==> src/rtl/ccd_seq_pkg.sv <==
// Shared types and constants for the CCD pixel sequencer.
package ccd_seq_pkg;

   localparam int DEFAULT_PIX_W = 12;
   localparam int ADC_CNT_W     = 4;

   typedef enum logic [1:0] {
      IDLE   = 2'd0,
      ACTIVE = 2'd1,
      DONE   = 2'd2
   } seq_state_t;

endpackage

==> src/rtl/ccd_edge_sync.sv <==
// Two-flop synchroniser followed by an edge-detect flop; emits a registered one-cycle rise pulse.
module ccd_edge_sync (
   input  logic clk,
   input  logic rst_n,
   input  logic din,
   output logic rise
);

   logic meta;
   logic sync;
   logic prev;

   always_ff @(posedge clk or negedge rst_n) begin
      if (!rst_n) begin
         meta <= 1'b0;
         sync <= 1'b0;
         prev <= 1'b0;
         rise <= 1'b0;
      end else begin
         meta <= din;
         sync <= meta;
         prev <= sync;
         rise <= sync & ~prev;
      end
   end

endmodule

==> src/rtl/ccd_pixel_sequencer.sv <==
// CCD pixel sequencer: counts pixels per line and times the ADC frame, strobe, flag and end-of-line.
// Sticky overrun detection is built only when CCD_SEQ_OVERRUN_DET_EN is defined.
module ccd_pixel_sequencer
   import ccd_seq_pkg::*;
#(
   parameter int PIX_W   = DEFAULT_PIX_W,
   parameter int ADC_DLY = 4
) (
   input  logic             i_clk,
   input  logic             i_rst_n,
   input  logic             i_enable,
   input  logic             i_phi_p,
   input  logic             i_phi_l2,
   input  logic [PIX_W-1:0] i_line_len,
   input  logic [PIX_W-1:0] i_flag_idx,
   output logic             o_ADC_frame,
   output logic             o_adc_start,
   output logic             o_pixel_flag,
   output logic             o_line_done,
   output logic [PIX_W-1:0] o_pix_idx,
   output logic             o_overrun
);

   // The counter is loaded with ADC_DLY-1 so the registered strobe lands exactly ADC_DLY cycles out.
   localparam logic [ADC_CNT_W-1:0] DLY_LOAD   = ADC_CNT_W'(ADC_DLY - 1);
   localparam logic                 STROBE_NOW = (ADC_DLY == 1);

   seq_state_t           state, state_next;
   logic [PIX_W-1:0]     pix_idx, pix_next, pix_inc;
   logic [PIX_W-1:0]     line_len, len_next;
   logic [PIX_W-1:0]     flag_idx, flag_idx_next;
   logic [ADC_CNT_W-1:0] dly_cnt, dly_next;
   logic                 adc_start, adc_next;
   logic                 pixel_flag, flag_next;
   logic                 line_done, done_next;
   logic                 p_rise, l2_rise;
   logic                 line_start, arm, cancel;

   ccd_edge_sync u_phi_p_sync (
      .clk   (i_clk),
      .rst_n (i_rst_n),
      .din   (i_phi_p),
      .rise  (p_rise)
   );

   ccd_edge_sync u_phi_l2_sync (
      .clk   (i_clk),
      .rst_n (i_rst_n),
      .din   (i_phi_l2),
      .rise  (l2_rise)
   );

   assign pix_inc = pix_idx + 1'b1;

   always_comb begin
      state_next    = state;
      pix_next      = pix_idx;
      len_next      = line_len;
      flag_idx_next = flag_idx;
      dly_next      = dly_cnt;
      flag_next     = 1'b0;
      done_next     = 1'b0;
      line_start    = 1'b0;
      arm           = 1'b0;
      cancel        = 1'b0;

      case (state)
         IDLE: begin
            if (p_rise && i_enable) line_start = 1'b1;
         end
         ACTIVE: begin
            if (!i_enable) begin
               state_next = IDLE;
               cancel     = 1'b1;
            end else if (p_rise) begin
               line_start = 1'b1;
               cancel     = 1'b1;
            end else if (l2_rise) begin
               arm      = 1'b1;
               pix_next = pix_inc;
               if (pix_inc == flag_idx) flag_next = 1'b1;
               if (pix_inc == line_len) begin
                  state_next = DONE;
                  done_next  = 1'b1;
               end
            end
         end
         DONE: begin
            if (!i_enable)   state_next = IDLE;
            else if (p_rise) line_start = 1'b1;
         end
         default: state_next = IDLE;
      endcase

      // A zero-length line completes on the spot and never opens the frame.
      if (line_start) begin
         len_next      = i_line_len;
         flag_idx_next = i_flag_idx;
         pix_next      = '0;
         if (i_line_len == '0) begin
            state_next = DONE;
            done_next  = 1'b1;
         end else begin
            state_next = ACTIVE;
         end
      end

      if (arm)                 dly_next = DLY_LOAD;
      else if (cancel)         dly_next = '0;
      else if (dly_cnt != '0)  dly_next = dly_cnt - 1'b1;

      adc_next = arm ? STROBE_NOW : (!cancel && (dly_cnt == ADC_CNT_W'(1)));
   end

   always_ff @(posedge i_clk or negedge i_rst_n) begin
      if (!i_rst_n) begin
         state      <= IDLE;
         pix_idx    <= '0;
         line_len   <= '0;
         flag_idx   <= '0;
         dly_cnt    <= '0;
         adc_start  <= 1'b0;
         pixel_flag <= 1'b0;
         line_done  <= 1'b0;
      end else begin
         state      <= state_next;
         pix_idx    <= pix_next;
         line_len   <= len_next;
         flag_idx   <= flag_idx_next;
         dly_cnt    <= dly_next;
         adc_start  <= adc_next;
         pixel_flag <= flag_next;
         line_done  <= done_next;
      end
   end

`ifdef CCD_SEQ_OVERRUN_DET_EN
   logic overrun;

   // A pixel edge that restarts a still-pending conversion delay marks the line as overrun.
   always_ff @(posedge i_clk or negedge i_rst_n) begin
      if (!i_rst_n)                     overrun <= 1'b0;
      else if (line_start)              overrun <= 1'b0;
      else if (arm && (dly_cnt != '0))  overrun <= 1'b1;
   end

   assign o_overrun = overrun;
`else
   assign o_overrun = 1'b0;
`endif

   assign o_ADC_frame  = (state == ACTIVE);
   assign o_adc_start  = adc_start;
   assign o_pixel_flag = pixel_flag;
   assign o_line_done  = line_done;
   assign o_pix_idx    = pix_idx;

endmodule

==> config.mk <==
export PLATFORM = sky130hd
export DESIGN_NAME = ccd_pixel_sequencer
export DESIGN_NICKNAME = d
export VERILOG_FILES = /design/src/rtl/ccd_seq_pkg.sv /design/src/rtl/ccd_edge_sync.sv /design/src/rtl/ccd_pixel_sequencer.sv
export SDC_FILE = /design/constraint.sdc
export NUM_CORES = 1
export LEC_CHECK = 0
export CORE_ASPECT_RATIO = 1.2
export CORE_MARGIN = 5
export CORE_UTILIZATION = 43
export CTS_CLUSTER_SIZE = 10
export DETAILED_ROUTE_END_ITERATION = 10
export GPL_TIMING_DRIVEN = 1
export PLACE_DENSITY = 0.71
export SLEW_MARGIN = 10
export SYNTH_ARGS = -nofsm -noshare
export SYNTH_HDL_FRONTEND = slang
export SYNTH_HIERARCHICAL = 1
export SYNTH_SLANG_ARGS = --single-unit
==> constraint.sdc <==
create_clock -name i_clk -period 2.6 [get_ports i_clk]
set_clock_uncertainty 0.05 [all_clocks]
set_input_delay 0.52 -clock i_clk [delete_from_list [all_inputs] [get_ports i_clk]]
set_output_delay 0.52 -clock i_clk [all_outputs]
set_load 0.02 [all_outputs]
==> results.py <==
metrics = {
    "status": {
        "status": "completed",
    },
    "worst_setup_path": {
        "worstPathArrival_ns": 1.78,
        "critPathCaptureType": "primary output",
        "cp.required_ns": 2.03,
        "crit_path_start_kind": "flop",
        "crit_type": "reg2out",
        "crit_fanout": 7,
    },
    "route": {
        "viasPerCell": 5.44,
        "drt_wl_total_um": 7140,
        "first_iter_violations": 228,
        "drcViolationCount": 0,
        "route.vias.total": 2542,
        "antenna_left": 0,
        "firstDrtPassIters": 4,
        "wl_per_cell_um": 15.3,
    },
    "sta": {
        "setup_slack_ns": 0.246,
        "hold_viol_final": 0,
        "worstMarginPinSlew_ns": 0.630,
        "slew_viol_final": 0,
        "finalSetupViolCount": 0,
        "relSlewSlack_pct": 58.0,
        "max_clock_freq_mhz": 425,
        "fin_tns_setup_ns": 0,
        "rsz0062_at_grt": "false",
        "holdWs_ns": 0.165,
        "fin_crit_ns": 2.35,
        "finalCritPeriodShare_pct": 90.5,
    },
    "finish": {
        "final_nets": 417,
        "syn2layout_area_growth_pct": 21.8,
        "num-fill-cells": 624,
        "final_area_sq_um": 3740,
        "antenna_cells": 0,
        "seqCellArea_sq_um": 1330,
        "multi_input_area_sq_um": 1620,
        "drive_above_1_share_pct": 10.0,
        "fin_util_pct": 54.3,
    },
    "synthesis": {
        "async_reset_ff_share_pct": 100,
        "synth_flop_cell": "dfrtp_1",
        "netlist_instances": 333,
        "seq_area_frac_synth_pct": 43.2,
        "synth_edf_count": 0,
        "synthesis.nets": 371,
        "netlist_area_sq_um": 3070,
        "syn_area_per_cell_sq_um": 9.22,
        "synth_top_area_share_pct": 43.2,
        "synth.largest_area_cell": "dfrtp_1",
        "ys_types": 61,
        "ys_seq_elements": 53,
        "ys_warn_count": 6,
        "synthTopCellsByArea": "dfrtp_1 (43%), nand2_1 (10%), xnor2_1 (4.8%), ha_1 (3.7%), o21ai_0 (3.1%)",
    },
    "grt": {
        "antenna_found_initial": 0,
        "grt_max_degree": 35,
        "grt_pass1_vias": 2481,
        "grt_pass1_wl_um": 12100,
        "grt_remaining_overflow": 0,
        "track_usage_pct": 17.2,
    },
    "cts": {
        "cts.sinks": 53,
        "cts_resized": 0,
        "ctsHoldBuffers": 0,
        "h-tree-depth": 2,
        "cts_setup_buffers": 0,
        "path_clk_slew_ns": 0.10,
        "clock_path_buffers": 2,
        "cts_root_buf": "clkbuf_8",
        "clk_latency_ns": 0.31,
        "cts_buffers": 5,
        "cts_tree": "done",
    },
    "place": {
        "dp_slack_ns": 0.126,
        "hpwl_um": 5480,
        "portBuffers": 44,
        "post_dp_cell_area_sq_um": 3640,
        "gp_congestion": 0.850,
    },
    "pwr": {
        "p_seq_share_pct": 41.3,
        "combPwrFrac_pct": 41.8,
        "p_int_uw": 1920,
        "p_switching_uw": 1220,
        "vdd_drop_max_mv": 0.357,
        "p_sw_share_pct": 38.8,
        "p_clk_share_pct": 16.8,
        "p_per_area_nw_per_um2": 841,
        "power_leakage_uw": 0.00165,
    },
    "floorplan": {
        "dieArea_sq_um": 8940,
        "die_x_um": 87.2,
        "rows": 33,
        "dieHeight_um": 103,
        "io-pin-count": 46,
        "core_sq_um": 6900,
        "initial_core_util_pct": 44.5,
    },
    "hold_path": {
        "hold_path_class": "in2async",
    },
    "run": {
        "maxCapViolCount": 0,
    },
}
==> Yosys cell counts (all sizes together) (4+ instances only) <==
library cell  number
nor4               5
o21ai             20
nor2              20
dfrtp             53
nand4              4
inv                9
and2               4
nand3              6
clkbuf             6
ha                 9
nor3               5
xor2              11
nor2b              4
nand2             83
o31ai              7
buf               12
xnor2             17
a21oi              6
and4               4
==> worst max-delay path, cell delays in order, from the launching register on <==
cell             delay [ns]
dfrtp_1                0.44
inv_1                  0.10
ha_1                   0.17
buf_4                  0.16
clkdlybuf4s50_1        0.60
==> state kept, by name, summed over array words and instances (netlist names) <==
register	flops
o_pixel_flag	1
u_phi_p_sync/meta	1
dly_cnt	4
u_phi_p_sync/prev	1
u_phi_l2_sync/meta	1
state	2
o_pix_idx	12
o_adc_start	1
u_phi_l2_sync/rise	1
u_phi_p_sync/sync	1
flag_idx	12
o_line_done	1
u_phi_p_sync/rise	1
line_len	12
u_phi_l2_sync/sync	1
u_phi_l2_sync/prev	1
==> final timing paths <==
kind,start,end,slack (ns),cells past startpoint
setup / recovery,state[1],o_ADC_frame,0.25,4
hold / removal,i_rst_n,o_pix_idx[5],0.17,1
setup reg to reg,o_pix_idx[0],state[0],0.32,7
hold reg to reg,u_phi_p_sync/meta,u_phi_p_sync/sync,0.31,0
max in group asynchronous,i_rst_n,o_pix_idx[10],1.77,2
min in group i_clk,u_phi_p_sync/meta,u_phi_p_sync/sync,0.31,0
==> power by group through the flow <==
| stage | clock network (uW) | registers (uW) | logic [uW] |
|---|---|---|---|
| 5_1_grt | 566 | 1340 | 1470 |
| 6_report | 529 | 1300 | 1320 |
| 3_5_place_dp | 0 | 1320 | 1320 |
| 2_1_floorplan | 0 | 1290 | 927 |
| 4_1_cts | 543 | 1300 | 1330 |
| 3_3_place_gp | 0 | 1300 | 1290 |
==> cell usage in the layout (no fill, tap or decap), types with 4 or more instances in the layout <==
master	count
clkdlybuf4s50_1	43
buf_4	12
nor4_1	5
nand2_1	82
xnor2_1	17
nor2_1	20
clkbuf_8	7
o21ai_0	19
xor2_1	10
ha_1	9
a21oi_1	6
and2_1	4
and4_1	4
nor3_1	5
dfrtp_1	53
o31ai_1	7
nand3_1	4
inv_1	9
==> logic make-up after synthesis <==
group                    after synthesis  synth area share [%]
buffers and inverters                 27                  4.03
adder cells (fa/ha/maj)                9                  3.67
AO/OA/AOI/OAI                         58                  14.4
AND/OR/NAND/NOR                      153                  24.6
multiplexers                           3                 0.978
other                                  1                 0.122
flip-flops                            53                  43.2
XOR/XNOR                              29                  9.00
==> per-stage QoR <==
stage,power (uW),std cells
2_1_floorplan,2220,333
3_3_place_gp,2590,459
3_5_place_dp,2640,459
4_1_cts,3170,467
5_1_grt,3370,467
6_report,3140,467
==> layout make-up <==
cell class | count | area share [%]
inverters | 9 | 0.903
clock buffers | 7 | 2.58
well taps | 87 | 2.91
clock inverters | 1 | 0.234
flip-flops and latches | 53 | 35.5
multi-input cells | 253 | 43.3
repair buffers | 57 | 14.6
==> per-layer routing <==
layer,vias to the layer above,routed length [um],global-route usage (%)
li1,1234,-,-
met5,-,0,0
met1,1216,3070,22.5
met2,80,3550,29.2
met4,0,175,6.26
met3,12,347,2.16
Note: power is estimated with default switching activity, not from simulation.
==> variant 1 (config.mk and constraints unchanged) <==
`ADC_CNT_W`: 4 -> 6.
--- a/src/rtl/ccd_seq_pkg.sv
+++ b/src/rtl/ccd_seq_pkg.sv
@@ -2,7 +2,7 @@
 package ccd_seq_pkg;
 
    localparam int DEFAULT_PIX_W = 12;
-   localparam int ADC_CNT_W     = 4;
+   localparam int ADC_CNT_W     = 6;
 
    typedef enum logic [1:0] {
       IDLE   = 2'd0,
Check against the original RTL: no difference found for any inputs over 10 cycles, from zero or initial values and one cycle with i_rst_n low; that may be too few to reach the edited logic, so the function may still have changed.
==> variant 1 against the original RTL <==
Worst setup slack worse by 110 ps; utilization is 1.1 points lower; final area rose by 1.6%; critical endpoint is now state[0]; critical path depth increased by 3; global-route usage shrank 0.96 points; register-to-register slack got worse by 180 ps; power grew 3.1%; highest routed layer unchanged; sequential power grew 11%; sequential share of layout area up 0.80 points; cell count down 6.4%; area after synthesis increased by 1.0%; largest cell class unchanged; routed wire length is 3.8% lower; sequential cell count rose by 2.
==> variant 1: results (changes against the original RTL) <==
CTS buffer count 5 (unchanged); post-DP HPWL 5270 microns (-3.8%); status completed; PostCTS Resize Cnt 0 (unchanged); Final Setup Violations 0 (unchanged); smallest hold slack 282 ps (+117 ps); Placer Congestion 0.901 (+6.0%); r2r endpoint state[0]; GRT Resource Usage Total 16.2% (-0.96 points); Seq/Total Area, Yosys 44.4% (+1.2 points); 1st-iter DRT viols 153 (-33%); commonest cells in the synthesized netlist 55 x dfrtp_1, 25 x mux2_2, 21 x o21ai_0, 20 x xnor2_1, 17 x nand2_1; vias in the first global route 2,292 (-7.6%); R2R Setup Slk 140 ps (-180 ps); antenna cells 0 (unchanged); Synth Net Count 333 (-10%); Comb power frac 38.2% (-3.6 points); share of cells above drive strength 1 17.3% (+7.3 points); final-stage net count 383 (-8.2%); Crit Path Max Fanout 6 (-1); Via Count 2,407 (-5.3%); 1st-pass router iterations 4 (unchanged); Largest stage delay, worst path 550 ps (-50 ps); top post-synthesis cells by area dfrtp_1 44%, mux2_2 9.1%, xnor2_1 5.6%, xor2_1 3.7%, o21ai_0 3.4%; largest net degree at the start of global routing 56 (+60%); HP Class primary input to asynchronous set/reset pin; critical path class flip-flop to flip-flop; Tightest Pin Transition 687 ps (+57.0 ps); async set-or-reset flop fraction in the synthesized netlist 100% (unchanged); Post-CTS Setup Repair Bufs 0 (unchanged); FILL cells 652 (+4.5%); net switching power 1.14 mW (-6.9%); Worst EP arrival 2610 ps (+830 ps); Clock power frac 17.4% (+0.6 points); DR WL/cell 15.7 microns (+2.8%); antenna violations before repair 0 (unchanged); first-pass GRT wire length 11,400 microns (-5.8%); Leak 1.58 nW (-4.1%); worst r2r src o_pix_idx[0]; Max VDD drop 0.476 mV (+34%); worst-path cell with the longest stage delay or4_4; count of cell types in the netlist 50 (-18%)
==> variant 1: stage by stage <==
| step | power [mW] | setup TNS [ps] | std cells | cell area (sq um) | setup slack, ps |
|---|---|---|---|---|---|
| floorplan | 2.33 | 0 | 296 | 3100 | 103 |
| global placement | 2.65 | 0 | 429 | 3690 | 38.4 |
| detailed placement | 2.69 | -36.8 | 429 | 3690 | -36.8 |
| CTS | 3.27 | 0 | 437 | 3800 | 83.7 |
| global route | 3.47 | 0 | 437 | 3800 | 8.22 |
| finish | 3.24 | 0 | 437 | 3800 | 139 |
==> variant 1: worst max-delay path, delay by kind of cell (launching register included) <==
family | cells | cell delay [ps]
buf+inv | 1 | 70
simple gates | 3 | 1140
flops | 1 | 430
compound gates | 2 | 440
fa+ha+maj | 1 | 220
==> variant 1: final cells by class <==
| class | instances | area (sq um) | share of cell area, % |
|---|---|---|---|
| repair buffers | 60 | 556 | 14.6 |
| multi-input cells | 217 | 1620 | 42.5 |
| clock buffers | 5 | 68.8 | 1.81 |
| clock inverters | 3 | 43.8 | 1.15 |
| flip-flops and latches | 55 | 1380 | 36.3 |
| inverters | 7 | 26.3 | 0.691 |
| well taps | 90 | 113 | 2.96 |
==> variant 1: cell families after synthesis <==
logic type	Yosys count	share of synthesized area, %
compound gates	64	13.6
xor+xnor	34	10.0
fa+ha+maj	8	3.23
buf+inv	24	3.59
flops	55	44.4
mux	25	9.07
other cells	1	0.121
simple gates	85	16.0
==> variant 1: per-layer routing <==
metal	routed length (microns)	vias up	global-route usage (%)
met5	0	-	0
met4	138	0	6.49
met3	300	9	2.56
met2	3320	66	25.8
met1	3110	1175	22.1
li1	-	1157	-
==> variant 2 (config.mk and constraints unchanged) <==
Without the edit above. The 3 states of `seq_state_t` get a one-hot encoding in 3 bits.
--- a/src/rtl/ccd_seq_pkg.sv
+++ b/src/rtl/ccd_seq_pkg.sv
@@ -4,10 +4,10 @@
    localparam int DEFAULT_PIX_W = 12;
    localparam int ADC_CNT_W     = 4;
 
-   typedef enum logic [1:0] {
-      IDLE   = 2'd0,
-      ACTIVE = 2'd1,
-      DONE   = 2'd2
+   typedef enum logic [2:0] {
+      IDLE   = 3'b001,
+      ACTIVE = 3'b010,
+      DONE   = 3'b100
    } seq_state_t;
 
 endpackage
Behaviour: no difference found for any inputs over 10 cycles, from zero or initial values and one cycle with i_rst_n low; not proved beyond that.
==> variant 2 against the original RTL <==
Register-to-register slack worse by 190 ps; via count is 17% lower; final area shrank 2.4%; cell count down 12%; routed wire length fell by 13%; area after synthesis fell by 4.1%; worst setup slack worse by 110 ps; sequential cell count grew 1; die area shrank 3.7%.
Power is not compared: it rests on default switching activity, and its combinational part moved more than twofold at a synthesized area within 25%.
==> variant 2: results (changes against the original RTL) <==
status completed; Via Count 2,114 (-17%); startpoint types flip-flop; Sw Share 28.0%; adder-cell area share of the yosys netlist 2.12% (-1.5 points); GRT Resource Usage Total 15.3% (-1.8 points); M3 GR Usage 2.70% (+0.54 points); M1 WL 2810 microns (-8.4%); 1st-pass router iterations 4 (unchanged); Top Layer Used met4; Crit Path Max Fanout 6 (-1); R2R Setup Slk 130 ps (-190 ps); largest net degree at the start of global routing 39 (+11%); post-DP HPWL 4760 microns (-13%); FF-to-FF path depth 7 (unchanged); H-tree depth 2 (unchanged); count of cell types in the netlist 58 (-4.9%); first-pass GRT wire length 10,500 microns (-14%); Largest stage delay, worst path 550 ps (-50 ps); r2r endpoint state[1]; FILL cells 630 (+0.96%); Seq/Total Area, Yosys 45.9% (+2.7 points); Tightest Pin Transition 592 ps (-37.9 ps); Synth Area in XOR/XNOR 13.3% (+4.3 points); Sequential Power Share 52.5%; CTS root buffer clkbuf_8; top post-synthesis cells by area dfrtp_1 45%, mux2_2 9.2%, xnor2_1 7.1%, xor2_1 5.6%, nand2_1 2.2%; 1st-iter DRT viols 132 (-42%); clock slew at reported path FFs 90 ps; post-route insts no fill 409 (-12%); clk buf depth 2 (unchanged); Synth Area in Compound Gates 7.48% (-6.9 points); PostCTS Resize Cnt 0 (unchanged); commonest cells in the synthesized netlist 53 x dfrtp_1, 24 x mux2_2, 24 x xnor2_1, 19 x xor2_1, 17 x nand2_1; Avg Cell Area, Syn 11.1 sq um (+20%); Synth Net Count 299 (-19%); worst-path cell with the longest stage delay or4_4; crit end category flip-flop; cell area after layout 3650 sq um (-2.4%); met1 Resource Use GR 21.5% (-1.1 points); antenna cells 0 (unchanged); crit-path leading delay family simple AND/OR/NAND/NOR gates; HP Class primary input to asynchronous set/reset pin; share of cells above drive strength 1 22.0% (+12 points); met2 WL post-DR 2950 microns (-17%); Placer Congestion 0.924 (+8.7%); IO buf count 44 (unchanged); routed wl met3 324 microns (-6.6%); DRT Wirelength 6200 microns (-13%); grt met2 use 24.3% (-4.9 points); area post-placement 3540 sq um (-2.6%); Placement Setup Slack 139 ps (+12.4 ps); worst r2r src o_pix_idx[0]; final-stage net count 355 (-15%); placed cells 401 (-13%); mux contribution to synthesized area 9.18% (+8.2 points); Worst EP arrival 2630 ps (+850 ps); fin crit period 2470 ps (+114 ps)
## variant 2: changes by cell type in the layout (fill, tap and decap cells not counted), moves of 4 or more
| cell | delta |
|---|---|
| ha_1 | -5 |
| nand2_1 | -65 |
| inv_1 | -4 |
| buf_4 | +5 |
| mux2_2 | +24 |
| a21oi_1 | +4 |
| o21ai_0 | -13 |
| o31ai_1 | -6 |
| xor2_1 | +9 |
| nor2_1 | -7 |
| xnor2_1 | +7 |
## variant 2: worst min path at each step
stage	end	depth (start not counted)	slack, ps
finish	flag_idx[11]	1	150
global route	flag_idx[11]	1	190
CTS	flag_idx[11]	1	170
detailed placement	u_phi_l2_sync/sync	0	290
global placement	u_phi_l2_sync/sync	0	290
floorplan	dly_cnt[0]	0	170
## variant 2: final cells by class
cell class	count	area share [%]
clock buffers	7	2.64
clock inverters	1	0.240
inverters	5	0.514
multi-input cells	192	40.0
flip-flops and latches	54	37.1
well taps	87	2.98
repair buffers	63	16.5
